## src/rtl/ssd_scan_decoder.sv

```systemverilog
// Seven-segment scan receiver: stability-qualifies sampled segment/digit-enable patterns,
// decodes them to digit codes and hands out complete frames. Hex A..F decode: `SSD_DEC_HEX_EN.
module ssd_scan_decoder #(
    parameter int unsigned NDIGITS    = 4,
    parameter int unsigned STABLE_CYC = 8
) (
    input  logic                   clk,
    input  logic                   rst_n,
    input  logic                   a,
    input  logic                   b,
    input  logic                   c,
    input  logic                   d,
    input  logic                   e,
    input  logic                   f,
    input  logic                   g,
    input  logic [NDIGITS-1:0]     dig_en,
    output logic [4*NDIGITS-1:0]   frame_digits,
    output logic [NDIGITS-1:0]     frame_blank,
    output logic [NDIGITS-1:0]     frame_err,
    output logic                   frame_valid,
    input  logic                   frame_ready,
    output logic                   sel_err,
    output logic                   overflow
);

    localparam int unsigned SAMP_W = 7 + NDIGITS;
    localparam int unsigned CNT_W  = 8;

    typedef enum logic {
        EMPTY = 1'b0,
        FULL  = 1'b1
    } state_e;

    state_e               state_q, state_d;
    logic [SAMP_W-1:0]    samp_q, samp_d, prev_q, prev_d;
    logic [CNT_W-1:0]     cnt_q, cnt_d;
    logic [NDIGITS-1:0]   seen_q, seen_d;
    logic [4*NDIGITS-1:0] work_code_q, work_code_d;
    logic [NDIGITS-1:0]   work_blank_q, work_blank_d;
    logic [NDIGITS-1:0]   work_err_q, work_err_d;
    logic [4*NDIGITS-1:0] frame_digits_q, frame_digits_d;
    logic [NDIGITS-1:0]   frame_blank_q, frame_blank_d;
    logic [NDIGITS-1:0]   frame_err_q, frame_err_d;
    logic                 frame_valid_q, frame_valid_d;
    logic                 sel_err_q, sel_err_d;
    logic                 overflow_q, overflow_d;

    logic                 match;
    logic                 commit;
    logic                 complete;
    logic [6:0]           seg;
    logic [NDIGITS-1:0]   sel;
    logic [NDIGITS-1:0]   seen_all;
    logic [3:0]           dec_code;
    logic                 dec_blank;
    logic                 dec_err;

    assign seg = samp_q[SAMP_W-1 -: 7];
    assign sel = samp_q[NDIGITS-1:0];

    // Two-stage sampling and stability counter; commit fires once per stable run.
    always_comb begin
        samp_d = {a, b, c, d, e, f, g, dig_en};
        prev_d = samp_q;
        match  = (samp_q == prev_q);
        cnt_d  = '0;
        if (match) begin
            cnt_d = (cnt_q == CNT_W'(STABLE_CYC)) ? cnt_q : cnt_q + CNT_W'(1);
        end
        commit = match && (cnt_q == CNT_W'(STABLE_CYC - 1));
    end

    // Segment pattern {a..g} to digit code.
    always_comb begin
        dec_code  = 4'd0;
        dec_blank = 1'b0;
        dec_err   = 1'b0;
        case (seg)
            7'b1111110: dec_code = 4'd0;
            7'b0110000: dec_code = 4'd1;
            7'b1101101: dec_code = 4'd2;
            7'b1111001: dec_code = 4'd3;
            7'b0110011: dec_code = 4'd4;
            7'b1011011: dec_code = 4'd5;
            7'b1011111: dec_code = 4'd6;
            7'b1110000: dec_code = 4'd7;
            7'b1111111: dec_code = 4'd8;
            7'b1111011: dec_code = 4'd9;
            7'b0000000: dec_blank = 1'b1;
`ifdef SSD_DEC_HEX_EN
            7'b1110111: dec_code = 4'd10;
            7'b0011111: dec_code = 4'd11;
            7'b1001110: dec_code = 4'd12;
            7'b0111101: dec_code = 4'd13;
            7'b1001111: dec_code = 4'd14;
            7'b1000111: dec_code = 4'd15;
`endif
            default:    dec_err = 1'b1;
        endcase
    end

    // Working frame assembly; a bad digit select on commit only raises the sticky flag.
    always_comb begin
        work_code_d  = work_code_q;
        work_blank_d = work_blank_q;
        work_err_d   = work_err_q;
        seen_d       = seen_q;
        sel_err_d    = sel_err_q;
        complete     = 1'b0;
        seen_all     = seen_q | sel;
        if (commit) begin
            if ($onehot(sel)) begin
                for (int unsigned i = 0; i < NDIGITS; i++) begin
                    if (sel[i]) begin
                        work_code_d[4*i +: 4] = dec_code;
                        work_blank_d[i]       = dec_blank;
                        work_err_d[i]         = dec_err;
                    end
                end
                if (&seen_all) begin
                    complete = 1'b1;
                    seen_d   = '0;
                end else begin
                    seen_d = seen_all;
                end
            end else begin
                sel_err_d = 1'b1;
            end
        end
    end

    // Output frame FSM; the loaded frame includes the completing write.
    always_comb begin
        state_d        = state_q;
        frame_digits_d = frame_digits_q;
        frame_blank_d  = frame_blank_q;
        frame_err_d    = frame_err_q;
        overflow_d     = overflow_q;
        case (state_q)
            EMPTY: begin
                if (complete) begin
                    frame_digits_d = work_code_d;
                    frame_blank_d  = work_blank_d;
                    frame_err_d    = work_err_d;
                    state_d        = FULL;
                end
            end
            FULL: begin
                if (complete && frame_ready) begin
                    frame_digits_d = work_code_d;
                    frame_blank_d  = work_blank_d;
                    frame_err_d    = work_err_d;
                end else if (complete) begin
                    overflow_d = 1'b1;
                end else if (frame_ready) begin
                    state_d = EMPTY;
                end
            end
        endcase
        frame_valid_d = (state_d == FULL);
    end

    always_ff @(posedge clk or negedge rst_n) begin
        if (!rst_n) begin
            state_q        <= EMPTY;
            samp_q         <= '0;
            prev_q         <= '0;
            cnt_q          <= '0;
            seen_q         <= '0;
            work_code_q    <= '0;
            work_blank_q   <= '0;
            work_err_q     <= '0;
            frame_digits_q <= '0;
            frame_blank_q  <= '0;
            frame_err_q    <= '0;
            frame_valid_q  <= 1'b0;
            sel_err_q      <= 1'b0;
            overflow_q     <= 1'b0;
        end else begin
            state_q        <= state_d;
            samp_q         <= samp_d;
            prev_q         <= prev_d;
            cnt_q          <= cnt_d;
            seen_q         <= seen_d;
            work_code_q    <= work_code_d;
            work_blank_q   <= work_blank_d;
            work_err_q     <= work_err_d;
            frame_digits_q <= frame_digits_d;
            frame_blank_q  <= frame_blank_d;
            frame_err_q    <= frame_err_d;
            frame_valid_q  <= frame_valid_d;
            sel_err_q      <= sel_err_d;
            overflow_q     <= overflow_d;
        end
    end

    assign frame_digits = frame_digits_q;
    assign frame_blank  = frame_blank_q;
    assign frame_err    = frame_err_q;
    assign frame_valid  = frame_valid_q;
    assign sel_err      = sel_err_q;
    assign overflow     = overflow_q;

endmodule

```

## config.mk

```make
export PLATFORM = sky130hd
export DESIGN_NAME = ssd_scan_decoder
export DESIGN_NICKNAME = d
export VERILOG_FILES = /design/src/rtl/ssd_scan_decoder.sv
export SDC_FILE = /design/constraint.sdc
export NUM_CORES = 1
export LEC_CHECK = 0
export CAP_MARGIN = 15
export CORE_MARGIN = 8
export CORE_UTILIZATION = 55
export CTS_BUF_LIST = sky130_fd_sc_hd__clkbuf_2 sky130_fd_sc_hd__clkbuf_4 sky130_fd_sc_hd__clkbuf_8
export DETAILED_ROUTE_END_ITERATION = 16
export GPL_TIMING_DRIVEN = 0
export PLACE_DENSITY = 0.82
export SLEW_MARGIN = 10
export SYNTH_ARGS = -nofsm -noshare
export SYNTH_HDL_FRONTEND = slang
export SYNTH_SLANG_ARGS = --single-unit
```

## constraint.sdc

```tcl
create_clock -name clk -period 6.7 [get_ports clk]
set_input_delay 1.34 -clock clk [delete_from_list [all_inputs] [get_ports clk]]
set_output_delay 1.34 -clock clk [all_outputs]
set_load 0.01 [all_outputs]
```

==> results of run 1 <==
[worst paths after layout]
| path | slack (ps) | startpoint | end | depth (start not counted) |
|---|---|---|---|---|
| max | 2900 | prev_d[0]$_DFF_PN0_ | frame_digits[12]$_DFFE_PN0P_ | 10 |
| min | 380 | prev_d[10]$_DFF_PN0_ | prev_q[10]$_DFF_PN0_ | 0 |
| max reg2reg | 2900 | prev_d[0]$_DFF_PN0_ | frame_digits[12]$_DFFE_PN0P_ | 10 |
| min reg2reg | 380 | prev_d[10]$_DFF_PN0_ | prev_q[10]$_DFF_PN0_ | 0 |
| max in group asynchronous | 5190 | rst_n | frame_blank[2]$_DFFE_PN0P_ | 2 |
| min in group asynchronous | 920 | rst_n | prev_d[5]$_DFF_PN0_ | 1 |
[through the flow]
stage / util / total power [mW]
after global routing: 0.684 / 0.986
after detailed placement: 0.651 / 0.591
final: 0.684 / 0.948
after global placement: 0.648 / 0.587
after floorplan: - / 0.565
after CTS: 0.684 / 0.961
[per-layer routing]
metal	global-route usage	vias to the layer above	wire, um
met1	0.181	1068	3070
met5	0	-	0
met3	0.0562	8	345
met4	0.0443	0	61
li1	-	1010	-
met2	0.231	54	3120
[power by group through the flow]
stage / Clock [mW] / Combinational [mW] / Sequential [mW]
floorplan: 0 / 0.0310 / 0.534
global placement: 0 / 0.0516 / 0.535
detailed placement: 0 / 0.0552 / 0.536
CTS: 0.380 / 0.0557 / 0.525
global route: 0.399 / 0.0608 / 0.526
finish: 0.368 / 0.0546 / 0.525
[cell type report]
type | instances | area share
clock buffers | 10 | 0.0315
clock inverters | 6 | 0.0158
multi-input cells | 149 | 0.319
flip-flops and latches | 85 | 0.487
well taps | 77 | 0.0221
repair buffers | 41 | 0.0974
plain buffers | 10 | 0.0152
inverters | 14 | 0.0120
[worst max-delay path, stage by stage, from the launching register on]
cell	delay (ps)
dfrtp_1	460
inv_1	100
fa_1	540
inv_1	40
ha_1	170
ha_1	260
nor3b_1	530
nand4_1	260
nor4_4	610
mux2_2	420
mux2_1	290
[registers in the layout (all words and copies together) (netlist names), 8 cells and up]
name	cells
cnt_q	8
frame_digits	16
prev_d	11
prev_q	11
work_code_q	16
[synth_stat cells (all sizes together) (4+ instances only)]
cell type and count:
dfrtp 85, xnor2 14, inv 14, nor3 4, nand4 9, nor2 17, xor2 4, ha 4
buf 8, mux2i 5, nor4 7, mux2 44, nand2 5, nand3 7
[kinds of logic (layout without fill, tap and decap cells)]
family / count (synthesis) / in the layout
AOI/OAI and AO/OA: 14 / 14
xor gates and xnor gates: 18 / 18
adders and majority gates: 5 / 5
buffers and inverters: 24 / 81
DFF: 85 / 85
muxes: 49 / 49
and+or+nand+nor: 63 / 63
==> flow_metrics.py, run 1 <==
metrics = {
    "sta": {
        "fmax_mhz": 263,
        "rsz0062_at_grt": "no",
        "fin_skew_ps": 13.8,
        "worst-slew-pin-transition_ps": 674,
        "fin_crit_ps": 3800,
        "whs_ps": 379,
        "maxSlewViolCount": 0,
        "finalSetupViolations": 0,
        "slew_headroom": 0.547,
        "setup_ws_ps": 2900,
        "min_period_over_period": 0.567,
        "fin_setup_tns_ps": 0,
        "hold_viol": 0,
    },
    "worst_setup_path": {
        "crit_fanout": 7,
        "crit_required_ps": 6940,
        "worstSetupStartpointType": "flop",
        "critical_path_arrival_ps": 4040,
        "worstSetupPathType": "flop to flop",
        "end_kind": "flop",
    },
    "placement": {
        "post-place-ws_ps": 2920,
        "place_congestion": 0.785,
        "port_buffers": 40,
        "dpl_cell_area_um2": 4160,
        "dp.cells": 376,
        "place_hpwl_um": 4560,
    },
    "synthesis": {
        "syn_avg_cell_area_um2": 14.1,
        "synth_xor_xnor_area_share": 0.0516,
        "synth-main-ff-cell": "dfrtp_1",
        "synth_top_family_by_area": "multiplexers",
        "synth_top_area_share": 0.585,
        "postSynthCellCount": 258,
        "yosysSeqAreaShare": 0.585,
        "synth.area.top_cells": "dfrtp_1 (58%), mux2_2 (9.0%), mux2_1 (4.6%), nor4_4 (3.5%), xnor2_1 (2.4%)",
        "synthArstFlopShare": 1.00,
        "synth_compound_area_frac": 0.0296,
        "syn_area_um2": 3640,
        "synth_top_area_cell": "dfrtp_1",
        "synth-seq-cells": 85,
        "synth_mux_area_frac": 0.150,
        "synth.distinct_cells": 43,
        "yosysWarnings": 0,
        "synth_fa_ha_area_frac": 0.0193,
        "synth-edff-count": 0,
        "synth_nets": 277,
        "yosys.area_share.simple": 0.132,
    },
    "die": {
        "dieHeight_um": 97.3,
        "core_um2": 6390,
        "rows": 29,
        "die_w_um": 97.3,
        "die_area_um2": 9470,
        "initial_core_util": 0.570,
        "ios": 41,
    },
    "power": {
        "p_clk_frac": 0.388,
        "intPower_mw": 0.727,
        "p_leak_nw": 2.06,
        "p_seq_frac": 0.554,
        "ir_drop_uv": 178,
        "power_switching_mw": 0.221,
        "combPwrFrac": 0.058,
        "swShare": 0.233,
        "pwr_density_cell_nw_per_um2": 217,
    },
    "clock_tree": {
        "cts_setup_buffers": 0,
        "cts_root_buf": "clkbuf_8",
        "cts_inserted_buffers": 9,
        "clk_latency_ps": 360,
        "ctsResizeCount": 0,
        "clock_sinks": 85,
        "cts_tree": "built",
        "cts-htree-levels": 3,
        "cts_hold_buf": 0,
        "path_clk_slew_ps": 90,
        "clockBufferDepth": 2,
    },
    "drt": {
        "first_pass_iters": 5,
        "drc": 0,
        "wl_um": 6590,
        "ant_nets": 0,
        "vias_per_cell": 5.46,
        "drtIter0Drc": 110,
        "vias": 2140,
        "wl_per_cell_um": 16.8,
    },
    "global_routing": {
        "antenna_found_initial": 0,
        "track_usage": 0.147,
        "grt_pass1_vias": 2272,
        "grt_max_degree": 54,
        "overflow": 0,
        "grt_pass1_wl_um": 11300,
    },
    "min_path": {
        "hold_path_class": "flop to flop",
    },
    "layout": {
        "multiInputGateArea_um2": 1390,
        "nNetsFinal": 329,
        "n_antenna_cell": 0,
        "syn2layout_area_growth_pct": 20.0,
        "post-route-cell-area_um2": 4370,
        "drive_above_1_share": 0.225,
        "stdcell_count": 392,
        "ff_latch_area_um2": 2130,
        "fillCellCount": 462,
        "final_common_cell": "dfrtp_1",
        "final_cell_mix": "dfrtp_1 (85), clkdlybuf4s50_1 (39), mux2_2 (29)",
    },
    "status": {
        "status": "completed",
    },
    "job": {
        "drv_cap": 0,
    },
}
Note: power is estimated with default switching activity, not from simulation.
==> inputs of run 2 (changes only) <==
- clock period: 6.7 -> 3.9 ns (I/O delays scaled with it)
==> run 2 against run 1 <==
Routed wire length is essentially flat; via count about the same; utilization grew 0.078 points; largest power group unchanged.
==> flow_metrics.py, run 2 (synthesis gave the netlist of run 1 again) <==
metrics = {
    "status": {
        "status": "completed",
    },
    "clock_tree": {
        "cts_root_buf": "clkbuf_8",
        "clockBufferDepth": 2,
        "cts_inserted_buffers": 9,
        "clock_sinks": 85,
        "cts_tree": "built",
        "cts_setup_buffers": 0,
        "clk_latency_ps": 360,
        "cts-htree-levels": 3,
        "path_clk_slew_ps": 90,
    },
    "power": {
        "p_clk_frac": 0.388,
        "ir_drop_uv": 307,
        "swShare": 0.233,
        "power_switching_mw": 0.381,
        "p_leak_nw": 2.06,
        "intPower_mw": 1.25,
        "combPwrFrac": 0.058,
        "pwr_density_cell_nw_per_um2": 373,
        "p_seq_frac": 0.553,
    },
    "die": {
        "die_w_um": 97.3,
        "dieHeight_um": 97.3,
        "core_um2": 6390,
        "ios": 41,
        "initial_core_util": 0.570,
        "rows": 29,
        "die_area_um2": 9470,
    },
    "worst_setup_path": {
        "endpoint": "frame_digits[12]$_DFFE_PN0P_",
        "cp-startpoint": "prev_d[0]$_DFF_PN0_",
        "rrSetupSlack_ps": 300,
        "worstSetupPathType": "flop to flop",
        "crit_required_ps": 4140,
        "r2r_cells": 10,
        "crit_fanout": 7,
        "r2r-end": "frame_digits[12]$_DFFE_PN0P_",
        "r2r_start": "prev_d[0]$_DFF_PN0_",
        "critical_path_arrival_ps": 3840,
        "end_kind": "flop",
        "worstSetupStartpointType": "flop",
    },
    "sta": {
        "fin_crit_ps": 3600,
        "whs_ps": 360,
        "maxSlewViolCount": 0,
        "hold_viol": 0,
        "finalSetupViolations": 0,
        "fin_skew_ps": 13.8,
        "worst-slew-pin-transition_ps": 676,
        "rsz0062_at_grt": "no",
        "slew_headroom": 0.546,
        "min_period_over_period": 0.923,
        "fmax_mhz": 278,
    },
    "drt": {
        "drtIter0Drc": 110,
        "first_pass_iters": 4,
        "wl_per_cell_um": 16.8,
        "wl_um": 6590,
        "drc": 0,
        "vias_per_cell": 5.46,
        "vias": 2141,
        "ant_nets": 0,
    },
    "job": {
        "drv_cap": 0,
    },
    "global_routing": {
        "track_usage": 0.147,
        "grt_pass1_vias": 2272,
        "grt_pass1_wl_um": 11300,
        "overflow": 0,
        "grt_max_degree": 54,
        "antenna_found_initial": 0,
    },
    "layout": {
        "final_common_cell": "dfrtp_1",
        "syn2layout_area_growth_pct": 20.2,
        "fillCellCount": 461,
        "nNetsFinal": 329,
        "stdcell_count": 392,
        "final_cell_mix": "dfrtp_1 (85), clkdlybuf4s50_1 (39), mux2_2 (29)",
        "multiInputGateArea_um2": 1400,
        "drive_above_1_share": 0.229,
        "n_antenna_cell": 0,
        "ff_latch_area_um2": 2130,
    },
    "placement": {
        "dp.cells": 376,
        "port_buffers": 40,
        "place_congestion": 0.785,
        "place_hpwl_um": 4560,
    },
    "min_path": {
        "hold_path_class": "input pin to async pin",
    },
}
run 2: cell counts in the layout (fill, tap and decap cells not counted):
No cell type changed its count.
run 2: worst min-delay path by stage:
stage / endpoint / cells after the start / slack (ps)
final: prev_d[5]$_DFF_PN0_ / 1 / 360
after detailed placement: prev_q[5]$_DFF_PN0_ / 0 / 360
after global placement: prev_q[10]$_DFF_PN0_ / 0 / 350
after CTS: frame_digits[9]$_DFFE_PN0P_ / 1 / 360
after floorplan: prev_q[10]$_DFF_PN0_ / 0 / 350
after global routing: frame_digits[9]$_DFFE_PN0P_ / 1 / 370
run 2: area by class of cell:
type                    instances  share of cell area
flip-flops and latches         85               0.487
multi-input cells             149               0.320
repair buffers                 41              0.0973
clock buffers                  10              0.0315
well taps                      77              0.0220
clock inverters                 6              0.0157
plain buffers                  10              0.0152
inverters                      14              0.0120
run 2: worst max-delay path, cell delays in order (launching register included):
cell,delay [ps]
dfrtp_1,460
inv_1,100
fa_1,540
inv_1,40
ha_1,170
ha_1,280
nor3b_2,350
nand4_1,230
nor4_4,610
mux2_2,420
mux2_1,290
run 2: power by group through the flow:
stage               clock network, mW  logic, mW  registers (mW)
CTS                             0.652     0.0957           0.903
global placement                    0     0.0887           0.920
floorplan                           0     0.0533           0.917
finish                          0.633     0.0953           0.903
detailed placement                  0     0.0949           0.920
global route                    0.686      0.106           0.904
run 2: what timing repair did:
item | CTS | global route
setup endpoints to repair | 0 | 18
endpoints found under the hold margin | 0 | 0
gates resized for setup | 0 | 1
hold buffers | 0 | 0
run 2: layer usage:
| layer | track usage | wire length (um) | vias up |
|---|---|---|---|
| met5 | 0 | 0 | - |
| met4 | 0.0443 | 61 | 0 |
| met3 | 0.0562 | 353 | 8 |
| met2 | 0.231 | 3110 | 58 |
| met1 | 0.181 | 3060 | 1065 |
| li1 | - | - | 1010 |
run 2: per-stage QoR:
step                instance area [um^2]  setup TNS [ps]  power (mW)   util  worst slack (ps)
finish                              4370               0        1.63  0.685               300
global route                        4370               0        1.70  0.685              76.6
CTS                                 4370               0        1.65  0.684              68.1
detailed placement                  4160               0        1.02  0.651               122
global placement                    4140          -72260        1.01  0.648              -856
floorplan                           3640               0       0.971      -               572
==> inputs of run 3 (changes only) <==
- CORE_MARGIN: 8 -> 10
==> run 3 against run 2 <==
Non-clock buffer count is the same; utilization increased by 0.37 points; critical endpoint is now frame_digits[13]$_DFFE_PN0P_; clock power increased by 11%; global-route usage is 0.71 points lower; cell count unchanged; die area rose by 8.4%; first-iteration DRC count grew 33%; register-to-register slack better by 80 ps; routed wire length is 0.73% lower; hold slack got worse by 6.1 ps; maximum frequency rose by 2.4%.
==> flow_metrics.py, run 3 (synthesis gave the netlist of run 1 again) <==
metrics = {
    "worst_setup_path": {
        "worstSetupStartpointType": "flop",
        "critPathTopFamily": "simple AND/OR/NAND/NOR gates",
        "crit_slowest_cell": "nor4_4",
        "worstSetupPathType": "flop to flop",
        "r2r-end": "frame_digits[13]$_DFFE_PN0P_",
        "critical_path_arrival_ps": 3750,
        "cp_num_buf_inv": 2,
        "end_kind": "flop",
        "cp-startpoint": "prev_d[0]$_DFF_PN0_",
        "path_cells": "inv_1, fa_1, inv_1, ha_1, ha_1, nor3b_2, nand4_1, nor4_4, mux2_2, mux2_1",
        "crit_required_ps": 4140,
        "slowest_delay_ps": 590,
        "r2r_cells": 10,
        "r2r_start": "prev_d[0]$_DFF_PN0_",
        "crit_fanout": 7,
        "endpoint": "frame_digits[13]$_DFFE_PN0P_",
        "cp.depth": 10,
        "rrSetupSlack_ps": 380,
    },
    "sta": {
        "rsz0062_at_grt": "no",
        "min_period_over_period": 0.901,
        "fin_skew_ps": 14.2,
        "hold_viol": 0,
        "fin_crit_ps": 3520,
        "slew_headroom": 0.583,
        "worst-slew-pin-transition_ps": 621,
        "maxSlewViolCount": 0,
        "fmax_mhz": 284,
        "finalSetupViolations": 0,
    },
    "clock_tree": {
        "cts_setup_buffers": 0,
        "path_clk_slew_ps": 90,
        "cts-htree-levels": 3,
        "cts_hold_buf": 0,
        "clockBufferDepth": 2,
        "ctsResizeCount": 0,
        "clk_latency_ps": 350,
        "cts_tree": "built",
        "cts_inserted_buffers": 9,
        "cts_root_buf": "clkbuf_8",
        "clock_sinks": 85,
    },
    "status": {
        "status": "completed",
    },
    "power": {
        "pwr_density_cell_nw_per_um2": 386,
        "finalPower_mw": 1.70,
        "p_leak_nw": 2.08,
        "ir_drop_uv": 305,
    },
    "layout": {
        "n_antenna_cell": 0,
        "final_common_cell": "dfrtp_1",
        "final_cell_mix": "dfrtp_1 (85), clkdlybuf4s50_1 (39), mux2_2 (29)",
        "stdcell_count": 392,
        "syn2layout_area_growth_pct": 20.8,
        "nNetsFinal": 329,
        "fillCellCount": 455,
        "drive_above_1_share": 0.229,
    },
    "job": {
        "drv_cap": 0,
    },
    "placement": {
        "place_congestion": 0.733,
        "dp.cells": 376,
        "place_hpwl_um": 4580,
        "port_buffers": 40,
    },
    "die": {
        "die_area_um2": 10300,
        "ios": 41,
        "initial_core_util": 0.570,
        "rows": 29,
        "die_w_um": 101,
        "core_um2": 6390,
        "dieHeight_um": 101,
    },
    "drt": {
        "vias": 2120,
        "first_pass_iters": 4,
        "drtIter0Drc": 146,
        "wl_per_cell_um": 16.7,
        "wl_um": 6540,
        "drc": 0,
        "ant_nets": 0,
        "vias_per_cell": 5.41,
    },
    "min_path": {
        "hold_path_class": "input pin to async pin",
    },
    "global_routing": {
        "antenna_found_initial": 0,
        "grt_max_degree": 55,
        "track_usage": 0.139,
        "grt_pass1_vias": 2318,
        "grt_pass1_wl_um": 11300,
        "overflow": 0,
    },
}
[run 3: changes by cell type in the layout (fill, tap and decap cells not counted)]
cell,delta
inv_6,-1
inv_8,+1
bufinv_16,+1
clkinv_4,-1
[run 3: worst min-delay path by stage]
| stage | startpoint | endpoint | slack, ps | cells past startpoint |
|---|---|---|---|---|
| finish | rst_n | prev_d[8]$_DFF_PN0_ | 350 | 1 |
| global route | rst_n | prev_q[10]$_DFF_PN0_ | 370 | 1 |
| detailed placement | prev_d[10]$_DFF_PN0_ | prev_q[10]$_DFF_PN0_ | 370 | 0 |
| floorplan | prev_d[10]$_DFF_PN0_ | prev_q[10]$_DFF_PN0_ | 350 | 0 |
| CTS | rst_n | prev_q[7]$_DFF_PN0_ | 360 | 1 |
| global placement | prev_d[10]$_DFF_PN0_ | prev_q[10]$_DFF_PN0_ | 350 | 0 |
[run 3: power by group]
part	internal, mW	switching, mW
combinational	0.0404	0.0543
sequential	0.892	0.0103
clock	0.384	0.317
[run 3: routing by layer]
metal | GRT usage | share of wire | vias up
li1 | - | - | 1005
met2 | 0.222 | 0.49 | 50
met3 | 0.0633 | 0.073 | 8
met4 | 0.0482 | 0.015 | 0
met5 | 0 | 0 | -
met1 | 0.163 | 0.42 | 1057
[run 3: final cells by class]
type                            count  area, um^2  area share
Buffer                             10        66.3      0.0151
Clock buffer                       10         138      0.0313
Clock inverter                      6        92.6      0.0211
Inverter                           14        52.6      0.0120
Multi-Input combinational cell    149        1400       0.318
Sequential cell                    85        2130       0.484
Tap cell                           77        96.3      0.0219
Timing Repair Buffer               41         425      0.0968
[run 3: stage by stage]
stage	utilization	cell area (um^2)	hold WS [ps]	worst slack [ps]	setup TNS, ps
6_report	0.688	4400	354	384	0
3_5_place_dp	0.651	4160	366	158	0
2_1_floorplan	-	3640	349	572	0
3_3_place_gp	0.648	4140	355	-872	-73620
5_1_grt	0.688	4400	367	97.4	0
4_1_cts	0.688	4390	360	133	0
